**src/rtl/mcp2515_spi_target.sv**
```systemverilog
// mcp2515_spi_target
// -----------------------------------------------------------------------------
// SPI responder that emulates the register-level SPI interface of an MCP2515
// CAN controller. It decodes RESET (0xC0), WRITE (0x02), READ (0x03) and,
// when the MCP_BITMOD_EN macro is defined, BIT MODIFY (0x05) frames. It holds
// a 128-byte register file with the CANCTRL/CANSTAT, CANINTF and TXB0CTRL
// side effects. SPI mode is 1,1: sck idles high, si is sampled on the rising
// edge, and so changes on the falling edge.
//
// Optional feature macro: MCP_BITMOD_EN (enables the BIT MODIFY command).
//
// Parameters:
//   RST_CANCTRL  CANCTRL value after reset or after the RESET command
//   SYNC_STAGES  synchronizer depth for cs/sck/si (2 or 3)
//
// Ports:
//   clk50    in   system clock
//   rst      in   synchronous active-high reset
//   cs       in   SPI chip select, active low, asynchronous
//   sck      in   SPI clock, idles high
//   si       in   SPI data from the initiator
//   so       out  SPI data to the initiator (1 unless a read is streaming)
//   busy     out  high while a frame is in progress
//   tx_req   out  one-cycle pulse when TXB0CTRL.TXREQ rises
//   tx_done  in   pulse: clears TXB0CTRL.TXREQ and sets CANINTF.TX0IF
//   rx_load  in   pulse: sets CANINTF.RX0IF
//   int_n    out  active-low interrupt, ~|(CANINTE & CANINTF)
//   opmode   out  CANSTAT[7:5]
// -----------------------------------------------------------------------------
module mcp2515_spi_target #(
    parameter logic [7:0] RST_CANCTRL = 8'h87,
    parameter int         SYNC_STAGES = 2
) (
    input  logic       clk50,
    input  logic       rst,
    input  logic       cs,
    input  logic       sck,
    input  logic       si,
    output logic       so,
    output logic       busy,
    output logic       tx_req,
    input  logic       tx_done,
    input  logic       rx_load,
    output logic       int_n,
    output logic [2:0] opmode
);

    typedef enum logic [2:0] {IDLE, CMD, ADDR, WR, RD, MASK, BDATA, SKIP} state_t;
    typedef enum logic [1:0] {OP_WRITE, OP_READ, OP_BITMOD} op_t;

    localparam logic [6:0] A_CANSTAT  = 7'h0E;
    localparam logic [6:0] A_CANCTRL  = 7'h0F;
    localparam logic [6:0] A_CANINTE  = 7'h2B;
    localparam logic [6:0] A_CANINTF  = 7'h2C;
    localparam logic [6:0] A_TXB0CTRL = 7'h30;

    // Synchronizers plus one extra flop per edge-detected pin
    logic [SYNC_STAGES-1:0] cs_sync, sck_sync, si_sync;
    logic                   cs_prev, sck_prev;
    logic                   cs_s, sck_s, si_s;
    logic                   cs_fall, cs_rise, sck_rise, sck_fall;

    always_ff @(posedge clk50) begin
        if (rst) begin
            cs_sync  <= '1;
            sck_sync <= '1;
            si_sync  <= '0;
            cs_prev  <= 1'b1;
            sck_prev <= 1'b1;
        end else begin
            cs_sync  <= {cs_sync[SYNC_STAGES-2:0], cs};
            sck_sync <= {sck_sync[SYNC_STAGES-2:0], sck};
            si_sync  <= {si_sync[SYNC_STAGES-2:0], si};
            cs_prev  <= cs_s;
            sck_prev <= sck_s;
        end
    end

    assign cs_s     = cs_sync[SYNC_STAGES-1];
    assign sck_s    = sck_sync[SYNC_STAGES-1];
    assign si_s     = si_sync[SYNC_STAGES-1];
    assign cs_fall  = cs_prev & ~cs_s;
    assign cs_rise  = ~cs_prev & cs_s;
    assign sck_rise = ~sck_prev & sck_s;
    assign sck_fall = sck_prev & ~sck_s;

    // Frame state
    state_t     state_q, state_d;
    op_t        op_q, op_d;
    logic [2:0] bit_cnt;
    logic [7:0] rx_sr;
    logic [7:0] tx_sr;
    logic [6:0] ptr, ptr_d;
    logic [7:0] mask_q, mask_d;
    logic       reset_armed, arm_d;

    logic [7:0] regs [0:127];

    logic       byte_done;
    logic [7:0] rx_byte;
    logic       wr_en;
    logic [6:0] wr_addr;
    logic [7:0] wr_data;
    logic       rd_load;
    logic [6:0] rd_addr;
    logic       reset_regs;

    // rx_byte is the full byte including the bit being sampled right now,
    // so decode can act on the same cycle as the 8th rise.
    assign rx_byte   = {rx_sr[6:0], si_s};
    assign byte_done = sck_rise && (bit_cnt == 3'd7) && (state_q != IDLE);

    // Next-state and per-byte actions. A cs rise always aborts the frame;
    // otherwise decisions are taken only when a byte completes.
    always_comb begin
        state_d = state_q;
        op_d    = op_q;
        ptr_d   = ptr;
        mask_d  = mask_q;
        arm_d   = reset_armed;
        wr_en   = 1'b0;
        wr_addr = ptr;
        wr_data = rx_byte;
        rd_load = 1'b0;
        rd_addr = ptr;

        if (state_q == IDLE) begin
            arm_d = 1'b0;
            if (cs_fall) begin
                state_d = CMD;
            end
        end else if (cs_rise) begin
            state_d = IDLE;
        end else if (byte_done) begin
            case (state_q)
                CMD: begin
                    case (rx_byte)
                        8'hC0: begin
                            state_d = SKIP;
                            arm_d   = 1'b1;
                        end
                        8'h02: begin
                            state_d = ADDR;
                            op_d    = OP_WRITE;
                        end
                        8'h03: begin
                            state_d = ADDR;
                            op_d    = OP_READ;
                        end
`ifdef MCP_BITMOD_EN
                        8'h05: begin
                            state_d = ADDR;
                            op_d    = OP_BITMOD;
                        end
`endif
                        default: state_d = SKIP;
                    endcase
                end
                ADDR: begin
                    ptr_d = rx_byte[6:0];
                    case (op_q)
                        OP_WRITE: state_d = WR;
                        OP_READ: begin
                            // Preload the first read byte from the address just received
                            state_d = RD;
                            rd_load = 1'b1;
                            rd_addr = rx_byte[6:0];
                            ptr_d   = rx_byte[6:0] + 7'd1;
                        end
                        default: state_d = MASK;
                    endcase
                end
                WR: begin
                    wr_en = 1'b1;
                    ptr_d = ptr + 7'd1;
                end
                RD: begin
                    rd_load = 1'b1;
                    ptr_d   = ptr + 7'd1;
                end
                MASK: begin
                    mask_d  = rx_byte;
                    state_d = BDATA;
                end
                BDATA: begin
                    // Pointer stays put; anything after the data byte is ignored
                    wr_en   = 1'b1;
                    wr_data = (regs[ptr] & ~mask_q) | (rx_byte & mask_q);
                    state_d = SKIP;
                end
                default: ;
            endcase
        end
    end

    // Frame registers and the two shift registers. tx_sr is not shifted on
    // the first fall of each byte so its MSB, loaded after the previous byte
    // completed, is still presented for the first rise.
    always_ff @(posedge clk50) begin
        if (rst) begin
            state_q     <= IDLE;
            op_q        <= OP_WRITE;
            bit_cnt     <= 3'd0;
            rx_sr       <= 8'h00;
            tx_sr       <= 8'hFF;
            ptr         <= 7'd0;
            mask_q      <= 8'h00;
            reset_armed <= 1'b0;
        end else begin
            state_q     <= state_d;
            op_q        <= op_d;
            ptr         <= ptr_d;
            mask_q      <= mask_d;
            reset_armed <= arm_d;

            if (state_q == IDLE) begin
                bit_cnt <= 3'd0;
                rx_sr   <= 8'h00;
            end else if (sck_rise) begin
                bit_cnt <= bit_cnt + 3'd1;
                rx_sr   <= rx_byte;
            end

            if (rd_load) begin
                tx_sr <= regs[rd_addr];
            end else if (sck_fall && (bit_cnt != 3'd0) && (state_q != IDLE)) begin
                tx_sr <= {tx_sr[6:0], 1'b1};
            end
        end
    end

    // An armed RESET command takes effect on the cs rise that ends its frame
    assign reset_regs = rst || (cs_rise && reset_armed);

    // Register file. Hardware events are applied first so that a same-cycle
    // SPI write to the same byte overrides them.
    always_ff @(posedge clk50) begin
        if (reset_regs) begin
            for (int i = 0; i < 128; i++) begin
                regs[i] <= 8'h00;
            end
            regs[A_CANCTRL] <= RST_CANCTRL;
            regs[A_CANSTAT] <= {RST_CANCTRL[7:5], 5'b0};
            tx_req          <= 1'b0;
        end else begin
            tx_req <= 1'b0;
            if (tx_done) begin
                regs[A_TXB0CTRL][3] <= 1'b0;
                regs[A_CANINTF][2]  <= 1'b1;
            end
            if (rx_load) begin
                regs[A_CANINTF][0] <= 1'b1;
            end
            // CANSTAT is read-only from SPI; CANCTRL mirrors its mode bits there
            if (wr_en && (wr_addr != A_CANSTAT)) begin
                regs[wr_addr] <= wr_data;
                if (wr_addr == A_CANCTRL) begin
                    regs[A_CANSTAT][7:5] <= wr_data[7:5];
                end
                if ((wr_addr == A_TXB0CTRL) && wr_data[3] && !regs[A_TXB0CTRL][3]) begin
                    tx_req <= 1'b1;
                end
            end
        end
    end

    // Registered status outputs
    always_ff @(posedge clk50) begin
        if (rst) begin
            busy   <= 1'b0;
            int_n  <= 1'b1;
            opmode <= RST_CANCTRL[7:5];
        end else begin
            busy   <= ~cs_s;
            int_n  <= ~|(regs[A_CANINTE] & regs[A_CANINTF]);
            opmode <= regs[A_CANSTAT][7:5];
        end
    end

    assign so = (state_q == RD) ? tx_sr[7] : 1'b1;

endmodule

```
**config.mk**
```make
export PLATFORM = sky130hd
export DESIGN_NAME = mcp2515_spi_target
export DESIGN_NICKNAME = d
export VERILOG_FILES = /design/src/rtl/mcp2515_spi_target.sv
export SDC_FILE = /design/constraint.sdc
export NUM_CORES = 2
export LEC_CHECK = 0
export ABC_AREA = 0
export CORE_MARGIN = 4
export CORE_UTILIZATION = 25
export DETAILED_ROUTE_END_ITERATION = 7
export PLACE_DENSITY = 0.51
export SYNTH_ARGS = -nofsm -noshare
export SYNTH_HDL_FRONTEND = slang
export SYNTH_SLANG_ARGS = --single-unit
export TNS_END_PERCENT = 20
```
**constraint.sdc**
```tcl
create_clock -name clk50 -period 3.5 [get_ports clk50]
set_clock_uncertainty 0.2 [all_clocks]
set_input_delay 0.7 -clock clk50 [delete_from_list [all_inputs] [get_ports clk50]]
set_output_delay 0.7 -clock clk50 [all_outputs]
set_load 0.005 [all_outputs]
```
## Yosys cells after proc, flatten, opt, wreduce, memory -nomap -nowiden

Memories as Yosys holds them, arrays and structs flattened. A register that Yosys moved wholly into a read port is not among the register bits.
Index checks and enable logic that the tools add are counted.

- RAM bits: 1024
- Output and inout bits: 7
- Input bits: 7
- Word-level logic and storage cells: 164
- Flip-flop bits (word level): 50
- Memories: 1

- Mux-type cells: 58
- Reduce and logical (&&, ||, !) cells: 32
- Equality and inequality tests: 17
- Add/subtract/negate cells: 3
- Bitwise logic cells: 37

Memories:

| memory | depth | bits a word | rd ports | clocked after memory_dff | write ports | RTL line | text |
|---|---|---|---|---|---|---|---|
| regs | 128 | 8 | 6 | 2 | 128 | 97 | `logic [7:0] regs [0:127];` |

Operators with widths:

| kind | number |
|---|---|
| $mux W8 | 9 |
| $mux W7 | 9 |
| $mux W1 | 29 |
| $and A8 B8 Y8 | 3 |
| $mux W3 | 6 |
| $eq A8 B2 Y1 const B | 2 |
| $reduce_or A8 Y1 | 2 |
| $add A7 B1 Y7 const B | 2 |
| $and A1 B1 Y1 | 14 |
| $eq A7 B7 Y1 const A | 2 |
| $pmux W7 S2 | 1 |
| $eq A3 B3 Y1 const B | 4 |
| $not A1 Y1 | 12 |
| $pmux W3 S4 | 1 |
| $reduce_and A4 Y1 | 3 |
| $reduce_or A2 Y1 | 5 |
| $reduce_bool A3 Y1 | 3 |
| $eq A8 B8 Y1 const B | 1 |
| $logic_and A1 B1 Y1 | 8 |
| $not A8 Y8 | 1 |
| $or A8 B8 Y8 | 1 |
| $eq A7 B4 Y1 const B | 1 |
| $eq A7 B6 Y1 const B | 1 |
| $ne A7 B4 Y1 const B | 1 |
| 17 further kinds | 26 |

## Depth between registers and ports, before layout

- Depth in word-level cells: 14
- Mapped depth: 15
- Depth with buffers taken out: 11

## Worst setup path after synthesis

OpenSTA, ideal clock, no wires.

- Path type: reg2reg
- Start point: register bit_cnt[0]
- End point: memory regs[20][0], enable pin
- Data arrival time: 3.046 ns
- Stages on the path, launching flop included: 13
- Data required time: 2.971 ns
- Buffers on the path: 3
- Slack: -0.076 ns
- Clock period less this slack: 3.576 ns
- Setup time: 0.329 ns
- Path through: dfxtp_1 ha_1 ha_1 nand3b_1 nor2_1 buf_2 nand3_1 a311o_1 clkbuf_1 nor3_1 clkbuf_1 nand2_1 nand2_1

RTL lines:

| item | RTL line | text |
|---|---|---|
| from (decl) | 90 | `logic [2:0] bit_cnt;` |
| from (signal assigned) | 220 | `bit_cnt <= bit_cnt + 3'd1;` |
| to (decl) | 97 |  |

==> results by group <==
Outcome
  • Status: complete, but fails checks
  • Failing checks: setup timing

CTS
  • Clock insertion delay at the later pin of the skew report: 790 ps
  • Clk pin slew, worst setup/hold paths: 70 ps
  • CTS tree: done
  • Clock buffer depth: 3
  • Clock root cell: clkbuf_16
  • Sink Count: 1083
  • Num CTS Buffers: 118
  • CTS HTree Levels: 3

Timing
  • Final Hold Fails: 0
  • Max-slew violation count: 0
  • Slew headroom: 11.7%
  • Setup repair after global routing missed its margin: true
  • Post-route minimum period: 4070 ps
  • # setup viols final: 1312
  • Final setup margin: -573 ps
  • Worst-margin pin slew: 1310 ps
  • F_max: 246 MHz
  • Final worst-path cycle share: 116%

Detailed routing
  • DRT met1 WL: 95200 µm
  • Wire per inst: 27.2 µm
  • DR top layer: met4
  • Vias per inst: 5.34
  • Vias after detailed routing: 47.2k
  • DR WL met3: 23200 µm
  • DRT antenna net count: 0
  • Drt drc: 0
  • Drt first-iter violations: 6619
  • Drt pass-1 iters: 6
  • WL final: 240000 µm
  • DR WL met2: 108000 µm

Place
  • HPWL after detailed placement: 169000 µm
  • Port buffer count: 13
  • Final GP Congestion: 0.951

Synthesis
  • FF+latch count, synth: 1083
  • Cell count after synthesis: 4986
  • Yosys warns: 0
  • Leading area contributor after synthesis: edfxtp_1
  • Ranking of synthesized cells by area: edfxtp_1 (54%), mux4_2 (13%), nor2_1 (7.3%)
  • Syn nets: 5002
  • Area share of the largest cell type after synthesis: 53.9%
  • Most used DFF post-synth: edfxtp_1
  • Seq/Total Area, Yosys: 56.1%
  • Number of flops mapped to enable cells by yosys: 1022
  • Cell variety after synth: 64
  • Syn avg cell area: 11.4 µm²
  • Synth async-reset ratio: 0%
  • Mapped Area: 56900 µm²

Global route
  • Pin count of the biggest net entering global routing: 71
  • Vias in the first global route: 45.4k
  • First-pass GRT wire length: 336000 µm
  • Initial antenna violation count: 8
  • GR Util All Layers: 19.4%
  • Total gr overflow: 0

Floorplan
  • Core area: 226000 µm²
  • Die height: 485 µm
  • Initial core utilization: 25.2%
  • Std cell rows: 174
  • Die Area: 235000 µm²
  • Die Wd: 485 µm
  • IO Pins: 14

Min path
  • Worst min path class: reg2reg
  • Hold Path Cell Cnt: 1

Worst setup path
  • FF-to-FF path depth: 13
  • Arrival @ worst endpoint: 4380 ps
  • Crit. End Element: flop
  • Critical-path maximum fanout: 14
  • Crit path required time: 3810 ps
  • CP Launch Type: flop
  • Kind of critical path: reg2reg

Layout
  • Multi-input logic area: 24000 µm²
  • Post-layout util: 33.4%
  • # fillers: 22.4k
  • Layout cells sized above 1: 29.8%
  • FF+latch area: 31900 µm²
  • Area Growth Syn to Fin: 32.5%
  • Final net count: 5754

Pwr
  • Overall Power: 29000 µW
  • Worst vdd ir: 440 µV
  • Pwr dens: 384 nW/µm²
  • Pleak: 0.0253 µW

Flow run
  • Max Cap Viol: 0
worst paths after layout:
| path | slack [ps] | endpoint | startpoint |
|---|---|---|---|
| max | -570 | regs[108][2] | flop |
| min | 230 | sck_sync[1] | sck_sync[0] |
| max reg2reg | -570 | regs[108][2] | flop |
| min reg2reg | 230 | sck_sync[1] | sck_sync[0] |
cells in the final DEF, fill, tap and decap left out, types with 138 or more instances in the layout:
| master | instances |
|---|---|
| buf_12 | 233 |
| a21oi_1 | 190 |
| mux4_2 | 336 |
| clkbuf_16 | 138 |
| mux2i_1 | 192 |
| nand2_1 | 879 |
| edfxtp_1 | 1022 |
| nand3_1 | 160 |
| buf_4 | 725 |
| nor2_1 | 1094 |
Yosys cell counts, types with 3 or more instances:
cell / instances
nor2_1: 1101
edfxtp_1: 1022
nand2_1: 885
mux4_2: 336
a21oi_1: 200
mux2i_1: 200
clkbuf_1: 169
nand3_1: 164
buf_4: 112
buf_2: 99
a211oi_1: 74
nor3_1: 65
dfxtp_1: 61
o21ai_0: 60
o22ai_1: 59
and3_1: 58
buf_1: 47
a31oi_1: 34
a2111oi_0: 28
nor4_1: 25
a311oi_1: 20
nand4_1: 18
nor2b_1: 15
a22oi_1: 10
ha_1: 9
mux2_2: 9
nand2b_1: 9
o21ai_1: 8
or2_2: 8
inv_1: 7
o211ai_1: 6
o221ai_1: 6
a32oi_1: 5
xnor2_1: 5
or4_1: 4
a31o_2: 3
and2_1: 3
nand3b_1: 3
nor3b_1: 3
o41ai_1: 3
xor2_1: 3
sequential cells by signal, indices dropped and copies added (netlist names), 3 cells and up, named ones only:
| signal | flops |
|---|---|
| state_q | 3 |
| regs | 1024 |
| bit_cnt | 3 |
| opmode | 3 |
| ptr | 7 |
| tx_sr | 8 |
| rx_sr | 7 |
| mask_q | 8 |
critical path, stage by stage, from the launching register on:
cell and delay, ps:
dfxtp_4 400, buf_12 150, buf_4 140, clkbuf_16 160, clkbuf_16 170, mux4_2 510, mux4_2 570, mux4_2 540
mux2i_1 170, nand2_1 110, o21ai_4 170, buf_12 240, buf_12 170, nor2_1 60
metrics by stage:
step	setup TNS [ps]	hold WS, ps	instance area (µm²)	instances	setup WS (ps)
after floorplan	-752	189	56900	4986	-31.3
after global placement	-423870	209	68700	8506	-1840
after detailed placement	-411530	219	68800	8508	-1130
after CTS	-438540	237	74600	8794	-492
after global routing	-639720	245	75400	8836	-586
final	-524640	230	75400	8839	-573
final cells by class:
| type | count | area share, % |
|---|---|---|
| inverters | 8 | 0.0398 |
| multi-input cells | 3468 | 31.9 |
| well taps | 2992 | 4.96 |
| clock buffers | 141 | 4.11 |
| clock inverters | 82 | 0.927 |
| repair buffers | 1059 | 15.7 |
| flip-flops and latches | 1083 | 42.3 |
| diodes | 6 | 0.0199 |
report_power, final:
| part | internal [µW] | switching [µW] |
|---|---|---|
| combinational | 707 | 833 |
| clock | 6980 | 5630 |
| sequential | 14600 | 285 |
layer usage:
metal	up-vias	track usage (%)
met3	527	3.18
met2	2840	30.5
li1	19800	-
met5	-	0
met1	24000	26.2
met4	0	9.32
cells by family after synthesis:
kind of cell / Yosys count / share of synthesized area, %
AO/OA/AOI/OAI: 538 / 5.93
adder cells (fa/ha/maj): 9 / 0.198
XOR/XNOR: 8 / 0.123
multiplexers: 545 / 17.0
buffers and inverters: 435 / 3.83
AND/OR/NAND/NOR: 2368 / 16.9
flip-flops: 1083 / 56.1
timing repair:
item | in CTS | in global routing
pin swaps | 89 | 6
resized for setup | 265 | 31
hold endpoints to repair | 0 | 0
buffers inserted | 65 | 17
gates cloned | 6 | 22
hold buffers | 0 | 0
setup endpoints to repair | 1387 | 1838
No activity file was read; power rests on OpenSTA's default activity.
